--- config.mk ---
export PLATFORM = sky130hd
export DESIGN_NAME = function_generator_mc
export DESIGN_NICKNAME = d
export VERILOG_FILES = /design/src/rtl/function_generator_pkg.sv /design/src/rtl/function_generator_ch.sv /design/src/rtl/function_generator_mc.sv
export SDC_FILE = /design/constraint.sdc
export NUM_CORES = 1
export LEC_CHECK = 0
export ABC_AREA = 0
export CAP_MARGIN = 20
export CORE_MARGIN = 10
export CORE_UTILIZATION = 35
export CTS_CLUSTER_DIAMETER = 100
export CTS_CLUSTER_SIZE = 28
export DETAILED_ROUTE_END_ITERATION = 6
export PLACE_DENSITY_LB_ADDON = 0.05
export SETUP_SLACK_MARGIN = 0.05
export SLEW_MARGIN = 5
export SYNTH_ARGS = -nofsm -noshare
export SYNTH_HDL_FRONTEND = slang
export SYNTH_SLANG_ARGS = --single-unit
--- constraint.sdc ---
create_clock -name clk -period 3.7 [get_ports clk]
set_clock_uncertainty 0.1 [all_clocks]
set_input_delay 0.925 -clock clk [delete_from_list [all_inputs] [get_ports clk]]
set_output_delay 0.925 -clock clk [all_outputs]
set_load 0.02 [all_outputs]
--- src/rtl/function_generator_pkg.sv ---
// -----------------------------------------------------------------------------
// function_generator_pkg
//   Shared constants for the multi-channel function generator: the waveform
//   mode encodings and the bit positions of the fields in each channel's
//   8-bit control byte.
// -----------------------------------------------------------------------------
package function_generator_pkg;

    // Waveform mode encodings, carried in control[CTRL_MODE_MSB:CTRL_MODE_LSB].
    localparam logic [2:0] MODE_OFF    = 3'b000;
    localparam logic [2:0] MODE_DC     = 3'b001;
    localparam logic [2:0] MODE_RSVD2  = 3'b010;
    localparam logic [2:0] MODE_SQUARE = 3'b011;
    localparam logic [2:0] MODE_TRI    = 3'b100;
    localparam logic [2:0] MODE_SAW    = 3'b101;
    localparam logic [2:0] MODE_RAMPDN = 3'b110;
    localparam logic [2:0] MODE_RSVD7  = 3'b111;

    // Field positions inside one channel's control byte.
    localparam int CTRL_EN       = 0;
    localparam int CTRL_MODE_LSB = 1;
    localparam int CTRL_MODE_MSB = 3;

endpackage

--- src/rtl/function_generator_ch.sv ---
// -----------------------------------------------------------------------------
// function_generator_ch
//   One waveform channel. Detects the rising edge of enable, latches the
//   configuration at that edge, runs a prescaler that paces a phase counter
//   (pos), and decodes pos into a sample according to the latched mode.
//
// Ports
//   clk         in   rising-edge clock
//   rst         in   synchronous, active-high reset
//   control     in   [0] enable, [3:1] mode, [7:4] ignored
//   prescaler   in   pos advances every prescaler+1 clocks
//   amplitude   in   peak value / ramp terminal
//   period      in   square-wave terminal count
//   duty        in   square-wave high time (pos < duty)
//   sync        in   realign a running channel to phase 0
//   data        out  decoded sample (0 when not running)
//   data_valid  out  channel running
//   wrap        out  one-cycle pulse when pos wraps terminal -> 0
// -----------------------------------------------------------------------------
module function_generator_ch
    import function_generator_pkg::*;
#(
    parameter int DATA_W  = 16,
    parameter int PRESC_W = 16
) (
    input  logic               clk,
    input  logic               rst,
    input  logic [7:0]         control,
    input  logic [PRESC_W-1:0] prescaler,
    input  logic [DATA_W-1:0]  amplitude,
    input  logic [DATA_W-1:0]  period,
    input  logic [DATA_W-1:0]  duty,
    input  logic               sync,
    output logic [DATA_W-1:0]  data,
    output logic               data_valid,
    output logic               wrap
);

    localparam logic [DATA_W:0]    POS_ONE  = (DATA_W+1)'(1);
    localparam logic [PRESC_W-1:0] PCNT_ONE = PRESC_W'(1);

    // The upper nibble of the control byte has no function.
    logic ctrl_unused;
    assign ctrl_unused = ^control[7:4];

    // Registered state.
    logic               run_q,     run_d;
    logic               en_prev_q, en_prev_d;
    logic [2:0]         mode_q,    mode_d;
    logic [PRESC_W-1:0] presc_q,   presc_d;
    logic [DATA_W-1:0]  amp_q,     amp_d;
    logic [DATA_W-1:0]  period_q,  period_d;
    logic [DATA_W-1:0]  duty_q,    duty_d;
    logic [PRESC_W-1:0] pcnt_q,    pcnt_d;
    // One bit wider than a sample: the triangle runs up to 2*amp-1.
    logic [DATA_W:0]    pos_q,     pos_d;
    logic               wrap_q,    wrap_d;

    logic               en;
    logic               start;
    logic [DATA_W:0]    term;
    logic [DATA_W:0]    tri_fall;

    assign en    = control[CTRL_EN];
    assign start = en && !en_prev_q;

    // Terminal value of pos for the latched mode.
    always_comb begin
        term = '0;
        unique case (mode_q)
            MODE_SQUARE: term = {1'b0, period_q};
            MODE_TRI:    term = (amp_q == '0) ? '0 : ({amp_q, 1'b0} - POS_ONE);
            MODE_SAW,
            MODE_RAMPDN: term = {1'b0, amp_q};
            default:     term = '0;
        endcase
    end

    // Next-state logic. Priority: enable low, start edge, sync, prescaler tick.
    always_comb begin
        // NOTE: every signal gets a default first so no path leaves it unassigned and infers a latch.
        run_d     = run_q;
        en_prev_d = en;
        mode_d    = mode_q;
        presc_d   = presc_q;
        amp_d     = amp_q;
        period_d  = period_q;
        duty_d    = duty_q;
        pcnt_d    = pcnt_q;
        pos_d     = pos_q;
        wrap_d    = 1'b0;

        if (!en) begin
            run_d  = 1'b0;
            pcnt_d = '0;
            pos_d  = '0;
        end else if (start) begin
            // Configuration is captured only here; later input changes are ignored.
            mode_d   = control[CTRL_MODE_MSB:CTRL_MODE_LSB];
            presc_d  = prescaler;
            amp_d    = amplitude;
            period_d = period;
            duty_d   = duty;
            run_d    = 1'b1;
            pcnt_d   = '0;
            pos_d    = '0;
        end else if (run_q) begin
            if (sync) begin
                pcnt_d = '0;
                pos_d  = '0;
            end else if (pcnt_q == presc_q) begin
                pcnt_d = '0;
                if (pos_q == term) begin
                    pos_d  = '0;
                    wrap_d = 1'b1;
                end else begin
                    pos_d = pos_q + POS_ONE;
                end
            end else begin
                pcnt_d = pcnt_q + PCNT_ONE;
            end
        end
    end

    // NOTE: the latched configuration is reset along with the counters so the reset state is fully defined.
    always_ff @(posedge clk) begin
        // NOTE: non-blocking assignments in clocked blocks keep every flop sampling pre-edge values.
        if (rst) begin
            run_q     <= 1'b0;
            en_prev_q <= 1'b0;
            mode_q    <= MODE_OFF;
            presc_q   <= '0;
            amp_q     <= '0;
            period_q  <= '0;
            duty_q    <= '0;
            pcnt_q    <= '0;
            pos_q     <= '0;
            wrap_q    <= 1'b0;
        end else begin
            run_q     <= run_d;
            en_prev_q <= en_prev_d;
            mode_q    <= mode_d;
            presc_q   <= presc_d;
            amp_q     <= amp_d;
            period_q  <= period_d;
            duty_q    <= duty_d;
            pcnt_q    <= pcnt_d;
            pos_q     <= pos_d;
            wrap_q    <= wrap_d;
        end
    end

    // Falling half of the triangle: 2*amp - pos, only used when pos > amp.
    assign tri_fall = {amp_q, 1'b0} - pos_q;

    // Sample decode from registered pos and latched configuration.
    always_comb begin
        data = '0;
        if (run_q) begin
            unique case (mode_q)
                MODE_DC:     data = amp_q;
                MODE_SQUARE: data = (pos_q < {1'b0, duty_q}) ? amp_q : '0;
                MODE_TRI:    data = (pos_q <= {1'b0, amp_q}) ? pos_q[DATA_W-1:0]
                                                             : tri_fall[DATA_W-1:0];
                MODE_SAW:    data = pos_q[DATA_W-1:0];
                MODE_RAMPDN: data = amp_q - pos_q[DATA_W-1:0];
                default:     data = '0;
            endcase
        end
    end

    assign data_valid = run_q;
    assign wrap       = wrap_q;

endmodule

--- src/rtl/function_generator_mc.sv ---
// -----------------------------------------------------------------------------
// function_generator_mc
//   Multi-channel waveform generator. Instantiates CHANNELS independent
//   function_generator_ch channels, slices the flat per-channel input and
//   output vectors (channel 0 in the LSBs) and fans the shared sync out.
//
// Ports
//   clk         in   rising-edge clock
//   rst         in   synchronous, active-high reset
//   control     in   CHANNELS x 8       [0] enable, [3:1] mode, [7:4] ignored
//   prescaler   in   CHANNELS x PRESC_W tick every prescaler+1 clocks
//   amplitude   in   CHANNELS x DATA_W  peak value / ramp terminal
//   period      in   CHANNELS x DATA_W  square terminal count
//   duty        in   CHANNELS x DATA_W  square high while pos < duty
//   sync        in   realign all running channels to phase 0
//   data        out  CHANNELS x DATA_W  per-channel sample
//   data_valid  out  CHANNELS           channel running
//   wrap        out  CHANNELS           one-cycle wrap pulse
// -----------------------------------------------------------------------------
module function_generator_mc
    import function_generator_pkg::*;
#(
    parameter int CHANNELS = 2,
    parameter int DATA_W   = 16,
    parameter int PRESC_W  = 16
) (
    input  logic                        clk,
    input  logic                        rst,
    input  logic [CHANNELS*8-1:0]       control,
    input  logic [CHANNELS*PRESC_W-1:0] prescaler,
    input  logic [CHANNELS*DATA_W-1:0]  amplitude,
    input  logic [CHANNELS*DATA_W-1:0]  period,
    input  logic [CHANNELS*DATA_W-1:0]  duty,
    input  logic                        sync,
    output logic [CHANNELS*DATA_W-1:0]  data,
    output logic [CHANNELS-1:0]         data_valid,
    output logic [CHANNELS-1:0]         wrap
);

    for (genvar ch = 0; ch < CHANNELS; ch++) begin : g_ch
        function_generator_ch #(
            .DATA_W  (DATA_W),
            .PRESC_W (PRESC_W)
        ) u_ch (
            .clk        (clk),
            .rst        (rst),
            .control    (control[ch*8 +: 8]),
            .prescaler  (prescaler[ch*PRESC_W +: PRESC_W]),
            .amplitude  (amplitude[ch*DATA_W +: DATA_W]),
            .period     (period[ch*DATA_W +: DATA_W]),
            .duty       (duty[ch*DATA_W +: DATA_W]),
            .sync       (sync),
            .data       (data[ch*DATA_W +: DATA_W]),
            .data_valid (data_valid[ch]),
            .wrap       (wrap[ch])
        );
    end

endmodule

; ---- Yosys cells after proc, flatten, opt, wreduce, memory -nomap -nowiden
; Cells that the tools add are included.
[word_totals]
output_inout_bits = 36
word_cells = 98
inputBits = 147
ff_bits = 206
[classes]
n_eq_ne = 14
add_sub_neg = 10
muxes = 24
reduce_logical = 20
magnitude_cmp = 4
bitwise = 6
[op_table]
columns = op, n
row1 = 16-bit two-way mux, 10
row2 = 16-bit case mux with 5 select lines, 2
row3 = 17-bit two-way mux, 8
row4 = 17-bit case mux with 3 select lines, 2
row5 = 16-bit subtractor, 4
row6 = "17-bit by 1-bit adder with 17-bit output, second input constant", 2
row7 = 17-bit equality test, 2
row8 = 17-bit by 16-bit less-or-equal comparator with 1-bit output, 2
row9 = 17-bit by 16-bit < comparator with 1-bit output, 2
row10 = "17-bit by 1-bit subtractor with 17-bit output, second input constant", 2
row11 = "16-bit by 1-bit adder with 16-bit output, second input constant", 2
row12 = 16-bit equality test, 2
row13 = 16-bit zero test, 2
row14 = "3-bit equality test, second input constant", 6
row15 = 6-bit OR reduction, 2
row16 = 2-bit AND reduction, 4
row17 = 2-bit OR reduction, 4
row18 = "3-bit by 1-bit equality test with 1-bit output, second input constant", 2
row19 = "3-bit by 2-bit equality test with 1-bit output, second input constant", 2
row20 = 1-bit NOT, 6
row21 = 3-bit OR reduction, 2
row22 = 2-bit nonzero test, 2
row23 = 1-bit logical AND, 2
row24 = 1-bit zero test, 2
row25 = 1-bit two-way mux, 2

; ---- Longest topological paths before layout
; Gate-level depths: netlist (run 1).
[logic_depth]
depth_word = 7
mapped_depth = 14
depth_no_buf = 13

; ---- Cells and area by module
; A second synthesis (run 1) with hierarchy kept.
[unflattened]
hier_cells = 2131
area_unflattened_um2 = 15840.2
[by_module_without_submodules]
columns = mod, area_per_inst_um2, cells_per_inst, n_inst, seq_area_each_um2
row1 = function_generator_ch at g_ch[0].u_ch, 7946.4, 1072, 1, 2062.0
row2 = function_generator_ch at g_ch[1].u_ch, 7893.8, 1059, 1, 2062.0

; ---- Least setup slack after synthesis (run 1)
; No wires, ideal clock.
[synth_path]
path_type = register -> output
from = register g_ch[0].u_ch.pos_q[5]
to = output data[9]
stages_incl_launch_ff = 12
path_buffers = 1
slack_ps = -421
t_arrival_ps = 3096
required_ps = 2675
path_cell_list = dfxtp_1 > clkbuf_1 > inv_1 > ha_1 > and3_1 > nand2_1 > nor4_1 > a221o_1 > o31ai_1 > a21o_1 > a222oi_1 > a21oi_1
[synth_between]
elab_chain_cells = 4
elab_cells_between_ends = 8
cone_classes = 2 x add/sub / 2 x order compare / 4 x mux
[synth_lines]
columns = element, line_no
row1 = "start, declared", function_generator_ch.sv:56  ; logic [DATA_W:0] pos_q, pos_d;
row2 = "start signal, assigned", function_generator_ch.sv:148  ; pos_q <= pos_d;
row3 = 16-bit subtractor (tied with other cells), function_generator_ch.sv:154  ; assign tri_fall = {amp_q, 1'b0} - pos_q;
row4 = "16-bit two-way mux, on equally long branches", "function_generator_ch.sv:163, function_generator_ch.sv:162"
row5 = 16-bit case mux with 5 select lines *, function_generator_ch.sv:160  ; unique case (mode_q)
row6 = 16-bit two-way mux *, function_generator_ch.sv:159  ; if (run_q) begin
row7 = "end, declared", function_generator_mc.sv:35  ; output logic [CHANNELS*DATA_W-1:0] data,
; Every way passes the cells marked *; elsewhere a longest branch is shown, timed or not.

; ---- Worst setup path after layout (run 1)
[layout_path]
from = register g_ch[0].u_ch.pos_q[8]
to = output data[11]
; Same word-level chain as after synthesis.

==> flow_summary.json, run 1 <==
{
  "status": "finished with violations",
  "violations": "setup timing",
  "ys.flop_type": "dfxtp_1",
  "p_per_area_nw_per_um2": 268.2,
  "cp_cell_sequence": "buf_6 > clkinvlp_4 > ha_4 > nand2_4 > nor4_4 > a221o_1 > o31ai_4 > a21o_1 > buf_12 > a222oi_1 > a21oi_2 > buf_6",
  "ys_ff_latch": 206,
  "insertion_delay_ns": 0.52,
  "synthesis.area_um2": 15820,
  "grt_use_total_pct": 23.85,
  "netlist-cell-type-count": 79,
  "core_area_um2": 44410,
  "grt_pass1_vias": 17490,
  "cp_common_cell": "buf_6",
  "cts_root_buf": "clkbuf_16",
  "max_freq_mhz": 231.2,
  "yosys_warnings": 0,
  "async_reset_ff_share_pct": 0,
  "hold_path.class": "reg2reg",
  "final_area_um2": 23120,
  "cts_tree": "built",
  "grt_pass1_wl_um": 101600,
  "ant_nets": 0,
  "synthCells": 2144,
  "rsz0062_at_grt": "yes",
  "syn_to_final_growth_pct": 46.15,
  "switching_share_pct": 33.27,
  "die_height_um": 232.6,
  "power_frac_seq_pct": 38.4,
  "min_path_cells": 2,
  "arrival_ns": 3.30,
  "totalPowerFinal_w": 0.006201,
  "switchingPower_w": 0.002063,
  "p_leak_nw": 9.045,
  "cts_buffers": 14,
  "synth_edf_count": 0,
  "io_pins": 183,
  "min_period_over_period_pct": 116.9,
  "setup_viol": 32,
  "vias_per_cell": 5.389,
  "slew_headroom_pct": 33.84,
  "drt_first_iter_violations": 946,
  "grt_overflow": 0,
  "nNetsFinal": 2909,
  "holdBufCountCts": 0,
  "worstSetupEndpointType": "output pin",
  "timing.final.ws_setup_ns": -0.6251,
  "slew_viol_final": 0,
  "max_stage_delay_ns": 0.56,
  "synth_nets": 2423,
  "cts.path.max_buffers": 3,
  "dieArea_um2": 54110,
  "initial_utilization_pct": 35.63,
  "clkPwrFrac_pct": 29.1,
  "peakVddDrop_mv": 0.2969,
  "slowest_stage": "a222oi_1",
  "vias": 17410,
  "worst_slew_pin_slew_ns": 0.9923,
  "place_area_um2": 20870,
  "final_hold_viol_count": 0,
  "port_buffers": 174,
  "post_drt_wl_per_cell_um": 20.82,
  "firstDrtPassIters": 7,
  "crit_path_start_kind": "flip-flop",
  "final_cell_mix": "buf_4 (385), nand2_1 (382), a21oi_1 (191)",
  "power_frac_comb_pct": 32.5,
  "final_common_cell": "buf_4",
  "maxCapViolations": 0,
  "rows": 77,
  "clock_sinks": 206,
  "postSynthAreaPerCell_um2": 7.380,
  "worstSetupPathType": "reg2out",
  "grt_max_degree": 78,
  "htree_levels": 1,
  "antenna_found_initial": 1,
  "synth_seq_area_share_pct": 26.06,
  "gp_congestion": 0.9762,
  "place_hpwl_um": 53330,
  "internal_power_w": 0.004138,
  "drive_gt1_share_pct": 28.37,
  "fin_crit_ns": 4.325,
  "die_w_um": 232.6,
  "drc": 0,
  "clk_pin_slew_ns": 0.10,
  "drt-total-wl_um": 67260,
  "crit_required_ns": 2.67,
  "worst_r2r_path_depth": 12,
  "cp_max_fo": 6
}
## per-layer routing
metal	GRT usage (%)	part of all wire (%)	vias up
met5	0	0	-
met4	10.37	4.7	0
met3	2.531	4.1	125
met2	42.92	50	435
met1	28.09	41	8312
li1	-	-	8533
## synthesized netlist by cell type (14+ instances only)
cell / n / area [µm²]
and3_1: 24 / 150.1
nor2b_1: 32 / 200.2
nor4_1: 20 / 125.1
a21oi_1: 224 / 1121
nand2_1: 387 / 1453
dfxtp_1: 206 / 4124
and2_1: 17 / 106.4
or3_1: 14 / 87.58
inv_1: 119 / 446.7
a22oi_1: 28 / 210.2
o21a_1: 15 / 112.6
a31oi_1: 17 / 106.4
ha_1: 128 / 1602
o21ai_1: 14 / 70.07
a21o_1: 24 / 180.2
a222oi_1: 15 / 150.1
nand3_1: 61 / 305.3
o21ai_0: 67 / 335.3
buf_1: 16 / 60.06
nor2_1: 131 / 491.7
nand2b_1: 14 / 87.58
clkbuf_1: 100 / 375.4
xor2_1: 32 / 280.3
nor3_1: 43 / 215.2
a22o_1: 27 / 236.5
nand4_1: 35 / 219.0
o22ai_1: 19 / 118.9
xnor2_1: 114 / 998.5
## critical path, delay by kind of cell, from the launching register on
family / cells / cell delay (ns)
compound gates: 5 / 1.27
buf+inv: 4 / 0.55
simple gates: 2 / 0.26
fa+ha+maj: 1 / 0.35
flops: 1 / 0.35
## cell families after synthesis
logic type	count (synthesis)	share of synthesized area [%]
buf+inv	250	6.192
mux	15	0.9964
fa+ha+maj	132	10.63
simple gates	831	24.80
flops	206	26.06
compound gates	564	23.24
xor+xnor	146	8.082
## through the flow
step	utilization, %	worst slack, ns	std cells	setup TNS, ns	hold WS [ns]
2_1_floorplan	-	0.05575	2144	0	0.3321
3_3_place_gp	46.99	-0.7206	3151	-17.26	0.3430
3_5_place_dp	46.99	-0.7056	3151	-17.62	0.3485
4_1_cts	50.74	-0.6750	3212	-16.84	0.3626
5_1_grt	52.07	-0.7312	3230	-19.84	0.3788
6_report	52.07	-0.6251	3230	-16.08	0.3585
## path summary, 6_finish.rpt
path,start,slack (ns),endpoint
min reg2reg,g_ch[1].u_ch.duty_q[13],0.36,g_ch[1].u_ch.duty_q[13]
min,g_ch[1].u_ch.duty_q[13],0.36,g_ch[1].u_ch.duty_q[13]
max,g_ch[0].u_ch.pos_q[8],-0.63,data[11]
max reg2reg,g_ch[1].u_ch.amp_q[8],0.16,g_ch[1].u_ch.pos_q[2]
## sequential cells by signal, indices dropped and copies added (netlist names)
signal                count
g_ch.u_ch.period_q       32
g_ch.u_ch.presc_q        32
g_ch.u_ch.pcnt_q         32
g_ch.u_ch.data_valid      2
g_ch.u_ch.wrap            2
g_ch.u_ch.en_prev_q       2
g_ch.u_ch.mode_q          6
g_ch.u_ch.duty_q         32
g_ch.u_ch.amp_q          32
g_ch.u_ch.pos_q          34
## power by group through the flow
| stage | Sequential, W | Clock, W | Combinational (W) |
|---|---|---|---|
| final | 0.00238 | 0.00181 | 0.00201 |
| after global routing | 0.00239 | 0.00194 | 0.00218 |
| after CTS | 0.00238 | 0.00186 | 0.00192 |
| after detailed placement | 0.00243 | 0 | 0.00177 |
| after global placement | 0.00243 | 0 | 0.00177 |
| after floorplan | 0.00240 | 0 | 0.00100 |
## area by class of cell
type                       count  area, µm²
antenna                        1      2.502
inverter                     119      476.7
fill                        4367      21290
tap                          592      740.7
timing repair buffer         601       5249
sequential                   206       4190
clock buffer                  15      375.4
clock inverter                 8      116.4
multi-input combinational   1688      11970
## repair_timing
action,4_1_cts,5_1_grt
setup buffers,38,21
endpoints found under the setup margin,43,57
gates cloned,0,0
gates resized for setup,375,115
pin swaps,108,103
Note: power is estimated with default switching activity, not from simulation.
==> inputs of run 2 (changes only) <==
CTS_CLUSTER_DIAMETER = 50   (was 100)
SLEW_MARGIN = not set   (was 5)
==> run 2 against run 1 <==
Clock power rose by 75%. Cell area grew 1.3%. Critical endpoint is now data[14]. Highest routed layer unchanged. Sequential power is essentially flat. Power rose by 21%. The run still ends with setup timing left. Sequential cell count is the same.
==> flow_summary.json, run 2 (synthesis gave the netlist of run 1 again) <==
{
  "status": "finished with violations",
  "violations": "setup timing",
  "worstSetupEndpointType": "output pin",
  "max_stage_delay_ns": 0.36,
  "place_hpwl_um": 53330,
  "peakVddDrop_mv": 0.3423,
  "cts.path.max_buffers": 3,
  "clk_pin_slew_ns": 0.06,
  "fin_crit_ns": 4.326,
  "slowest_stage": "dfxtp_2",
  "cp_cell_sequence": "inv_4 > ha_4 > buf_6 > a21o_1 > a21oi_2 > o21ai_1 > a221o_1 > buf_4 > o31a_1 > o311ai_2 > a211oi_2 > a21oi_2 > buf_4",
  "rsz0062_at_grt": "yes",
  "clock_sinks": 206,
  "gp_congestion": 0.9762,
  "grt_overflow": 0,
  "grt_max_degree": 78,
  "slew_viol_final": 0,
  "final_common_cell": "buf_4",
  "largest_reg_flops": 34,
  "p_leak_nw": 9.281,
  "cts_root_buf": "clkbuf_16",
  "insertion_delay_ns": 0.58,
  "worstSetupPathType": "reg2out",
  "final_hold_viol_count": 0,
  "core_area_um2": 44410,
  "drt_first_iter_violations": 1041,
  "slew_headroom_pct": 33.79,
  "post_drt_wl_per_cell_um": 20.79,
  "die_height_um": 232.6,
  "cp_max_fo": 5,
  "min_period_over_period_pct": 116.9,
  "final.setup.tns_ns": -17.08,
  "crit_path_start_kind": "flip-flop",
  "port_buffers": 174,
  "p_per_area_nw_per_um2": 321.6,
  "maxCapViolations": 0,
  "timing.final.ws_setup_ns": -0.6255,
  "grt_pass1_vias": 17590,
  "regMostFlops": "g_ch.u_ch.pos_q",
  "worst_slew_pin_slew_ns": 0.9932,
  "crit_required_ns": 2.67,
  "rows": 77,
  "drive_gt1_share_pct": 27.71,
  "syn_to_final_growth_pct": 48.04,
  "cts_tree": "built",
  "max_freq_mhz": 231.2,
  "htree_levels": 1,
  "ant_nets": 0,
  "nNetsFinal": 2918,
  "dieArea_um2": 54110,
  "totalPowerFinal_w": 0.007534,
  "io_pins": 183,
  "setup_viol": 32,
  "grt_pass1_wl_um": 102000,
  "final_cell_mix": "buf_4 (386), nand2_1 (382), a21oi_1 (193)",
  "die_w_um": 232.6,
  "antenna_found_initial": 1,
  "fin_util_pct": 52.74,
  "initial_utilization_pct": 35.63,
  "vias_per_cell": 5.374,
  "drc": 0,
  "cts_buffers": 30,
  "drt-total-wl_um": 67680,
  "vias": 17500,
  "grt_use_total_pct": 23.93,
  "dp_cells": 3151,
  "layout.cells.non_filler": 3256,
  "arrival_ns": 3.30,
  "firstDrtPassIters": 6,
  "hold_path.class": "reg2reg"
}
[run 2: changes by cell type in the layout (fill, tap and decap cells not counted), moves of 5 or more]
| cell | before | now |
|---|---|---|
| clkbuf_16 | 15 | 31 |
| ha_4 | 31 | 22 |
| ha_1 | 95 | 101 |
| dfxtp_1 | 165 | 170 |
| dfxtp_2 | 35 | 29 |
| clkinv_8 | 1 | 6 |
| inv_6 | 2 | 8 |
| buf_6 | 61 | 52 |
[run 2: repair_timing]
item	CTS	global route
endpoints found under the setup margin	46	57
gates cloned	1	0
hold buffers	0	0
resized for setup	323	116
buffers inserted	31	21
pin swaps	84	77
[run 2: through the flow]
| step | setup WS [ns] | hold slack (ns) | instance area, µm² |
|---|---|---|---|
| finish | -0.6255 | 0.3530 | 23420 |
| global route | -0.7585 | 0.3747 | 23420 |
| floorplan | 0.05575 | 0.3321 | 16000 |
| CTS | -0.7479 | 0.3559 | 22900 |
| detailed placement | -0.7056 | 0.3485 | 20870 |
| global placement | -0.7206 | 0.3430 | 20870 |
[run 2: critical path: cells and delay by family (launching register included)]
kind | cells | cell delay [ns]
AOI/OAI and AO/OA | 8 | 1.67
buffers and inverters | 4 | 0.47
DFF | 1 | 0.36
adders and majority gates | 1 | 0.21
[run 2: worst paths after layout]
kind,end,start,slack [ns],cells after the start
setup / recovery,data[14],g_ch[0].u_ch.pos_q[3],-0.63,13
hold / removal,g_ch[0].u_ch.duty_q[7],g_ch[0].u_ch.duty_q[7],0.35,2
setup reg to reg,g_ch[1].u_ch.pos_q[2],g_ch[1].u_ch.amp_q[3],0.11,12
hold reg to reg,g_ch[0].u_ch.duty_q[7],g_ch[0].u_ch.duty_q[7],0.35,2
[run 2: final cells by class]
class | count | area, µm²
Antenna cell | 1 | 2.502
Fill cell | 4346 | 20990
Timing Repair Buffer | 594 | 5175
Multi-Input combinational cell | 1688 | 11720
Inverter | 119 | 478.0
Sequential cell | 206 | 4187
Tap cell | 592 | 740.7
Clock inverter | 23 | 331.6
Clock buffer | 33 | 793.3
[run 2: metal layers]
metal,up-vias,share of wire [%],GRT usage (%)
li1,8579,-,-
met1,8304,41,28.18
met2,471,50,42.58
met3,143,4.4,2.738
met4,0,5.0,11.20
met5,-,0,0
[run 2: power breakdown]
group	leakage, nW	switching (W)	internal [W]	total [W]
clock	0.541	0.00127	0.00189	0.00316
sequential	1.70	0.0000824	0.00230	0.00238
combinational	7.04	0.00102	0.000969	0.00199
==> RTL edit: new RTL, settings of run 2 <==
The parameter `CHANNELS` goes from 2 to 1.
--- a/src/rtl/function_generator_mc.sv
+++ b/src/rtl/function_generator_mc.sv
@@ -20,7 +20,7 @@
 module function_generator_mc
     import function_generator_pkg::*;
 #(
-    parameter int CHANNELS = 2,
+    parameter int CHANNELS = 1,
     parameter int DATA_W   = 16,
     parameter int PRESC_W  = 16
 ) (
Ports: changed (8 resized); port bits go from 183 to 93. No check against the original RTL was run, so the function may have changed too.
==> RTL edit against run 2 <==
- register-to-register slack better by 0.15 ns
- worst setup slack better by 0.26 ns
- global-route usage is 4.3 points lower
- first-iteration DRC count is 44% lower
- wire length is 56% lower
- the flow still finishes with violations (negative setup slack)
- total power is 57% lower
- synthesized cell count is 48% lower
- final area is 50% lower
- sequential cell count is 103 lower
- critical path type unchanged
- sequential share of layout area is 0.17 points higher
- area after synthesis is 49% lower
==> RTL edit: results (changes against run 2) <==
\begin{tabular}{lr}
\hline
Metric & Value \\
\hline
\multicolumn{2}{l}{\textbf{Route}} \\
DRT Pass-1 Iters & 5 (-1) \\
Metal3 WL & 1.42 mm (-52\%) \\
\multicolumn{2}{l}{\textbf{Pwr}} \\
P\_clk & 1080 uW (-66\%) \\
Maximum vdd drop & 0.000211 V (-38\%) \\
Net switching power of the design & 1060 uW (-55\%) \\
Lkg Pwr & 0.00460 uW (-50\%) \\
\multicolumn{2}{l}{\textbf{GRT}} \\
Via count of the first global-routing pass & 8389 (-52\%) \\
Antenna violations before repair & 0 (-1) \\
Maximum number of pins on one net before global-route repair & 68 (-13\%) \\
Fraction of met1 tracks used by global routing & 26.8\% (-1.4 points) \\
Combined global-route utilization of all metal layers & 19.6\% (-4.3 points) \\
Global-route wire length before repair & 47.6 mm (-53\%) \\
\multicolumn{2}{l}{\textbf{Place}} \\
Area of placed instances & 10600 sq um (-49\%) \\
Count of buffers inserted at the top-level ports & 88 (-49\%) \\
HPWL after detailed placement & 23.2 mm (-56\%) \\
Worst-case setup slack after placement & -0.656 ns (+0.0493 ns) \\
\multicolumn{2}{l}{\textbf{Critical path}} \\
Library cell contributing the largest single delay on the critical path & dfxtp\_4 \\
Worst-case register-to-register setup slack & 0.26 ns (+0.15 ns) \\
Worst r2r path cells & 15 (+3) \\
Reg2Reg Capture Point & g\_ch[0].u\_ch.pos\_q[2] \\
Source of the worst register-to-register timing path & g\_ch[0].u\_ch.amp\_q[1] \\
\multicolumn{2}{l}{\textbf{Status}} \\
Violated checks & negative setup slack \\
Status & finished with violations \\
\multicolumn{2}{l}{\textbf{Yosys}} \\
Sequential element share of the synthesized area & 25.3\% (-0.75 points) \\
Post-synth top cells & nand2\_1, a21oi\_1, dfxtp\_1 \\
Leading post-synthesis cells by cell area & dfxtp\_1, ha\_1, nand2\_1 \\
Net Count, Synth & 1250 (-48\%) \\
Synth Instances & 1109 (-48\%) \\
\multicolumn{2}{l}{\textbf{STA}} \\
Slew HR & 49.5\% (+16 points) \\
\# setup viols final & 16 (-50\%) \\
Worst Slack Setup Final & -0.370 ns (+0.255 ns) \\
\multicolumn{2}{l}{\textbf{Clock tree}} \\
Clock-pin slew on the worst setup and hold paths & 0.08 ns (+0.02 ns) \\
H-tree lvl count & 3 (+2) \\
Worst-Skew Late Latency & 0.37 ns (-0.21 ns) \\
Buffer levels on the longest clock path & 2 (-1) \\
\multicolumn{2}{l}{\textbf{Final layout}} \\
Fraction of final layout cells with drive strength greater than 1 & 26.4\% (-1.4 points) \\
Flip-flop count of the largest register, all copies and words added & 17 (-50\%) \\
Diodes inserted & 0 (-1) \\
Net count of the finished layout & 1468 (-50\%) \\
\multicolumn{2}{l}{\textbf{Worst hold path}} \\
Endpoint, Worst Hold & g\_ch[0].u\_ch.duty\_q[0] \\
Hold\_sp & g\_ch[0].u\_ch.duty\_q[0] \\
\hline
\end{tabular}
[RTL edit: cell count changes after synthesis, moves of 30 or more]
| cell | delta |
|---|---|
| clkbuf_1 | -42 |
| nor2_1 | -73 |
| dfxtp_1 | -103 |
| nand3_1 | -30 |
| xnor2_1 | -70 |
| nand2_1 | -197 |
| a21oi_1 | -109 |
| inv_1 | -52 |
| ha_1 | -64 |
[RTL edit: cell families after synthesis]
| group | share of synthesized area [%] |
|---|---|
| multiplexers | 1.51 |
| AO/OA/AOI/OAI | 23.0 |
| buffers and inverters | 6.85 |
| AND/OR/NAND/NOR | 26.5 |
| adder cells (fa/ha/maj) | 10.3 |
| XOR/XNOR | 6.45 |
| flip-flops | 25.3 |
[RTL edit: how the worst max path moves through the flow]
| stage | startpoint | to | slack (ns) |
|---|---|---|---|
| finish | g_ch[0].u_ch.amp_q[0] | data[12] | -0.37 |
| floorplan | g_ch[0].u_ch.amp_q[0] | data[12] | -0.02 |
| detailed placement | g_ch[0].u_ch.pos_q[2] | data[8] | -0.66 |
| CTS | g_ch[0].u_ch.amp_q[0] | data[12] | -0.45 |
| global route | g_ch[0].u_ch.pos_q[2] | data[14] | -0.60 |
| global placement | g_ch[0].u_ch.pos_q[2] | data[8] | -0.62 |
[RTL edit: repair_timing]
action                     4_1_cts  5_1_grt
pin swaps                       60       25
resized for setup              169       56
setup endpoints to repair       27       28
setup buffers                   16        4
[RTL edit: area by class of cell]
cell class,count,area (sq um)
clock inverter,7,108
inverter,67,264
fill,2286,11100
sequential,103,2100
timing repair buffer,278,2460
clock buffer,9,225
tap,313,392
multi-input combinational,868,6100
[RTL edit: metrics by stage]
stage,util [%],hold WS (ns)
detailed placement,46.7,0.345
finish,51.2,0.353
floorplan,-,0.332
CTS,50.1,0.357
global placement,46.7,0.342
global route,51.2,0.374
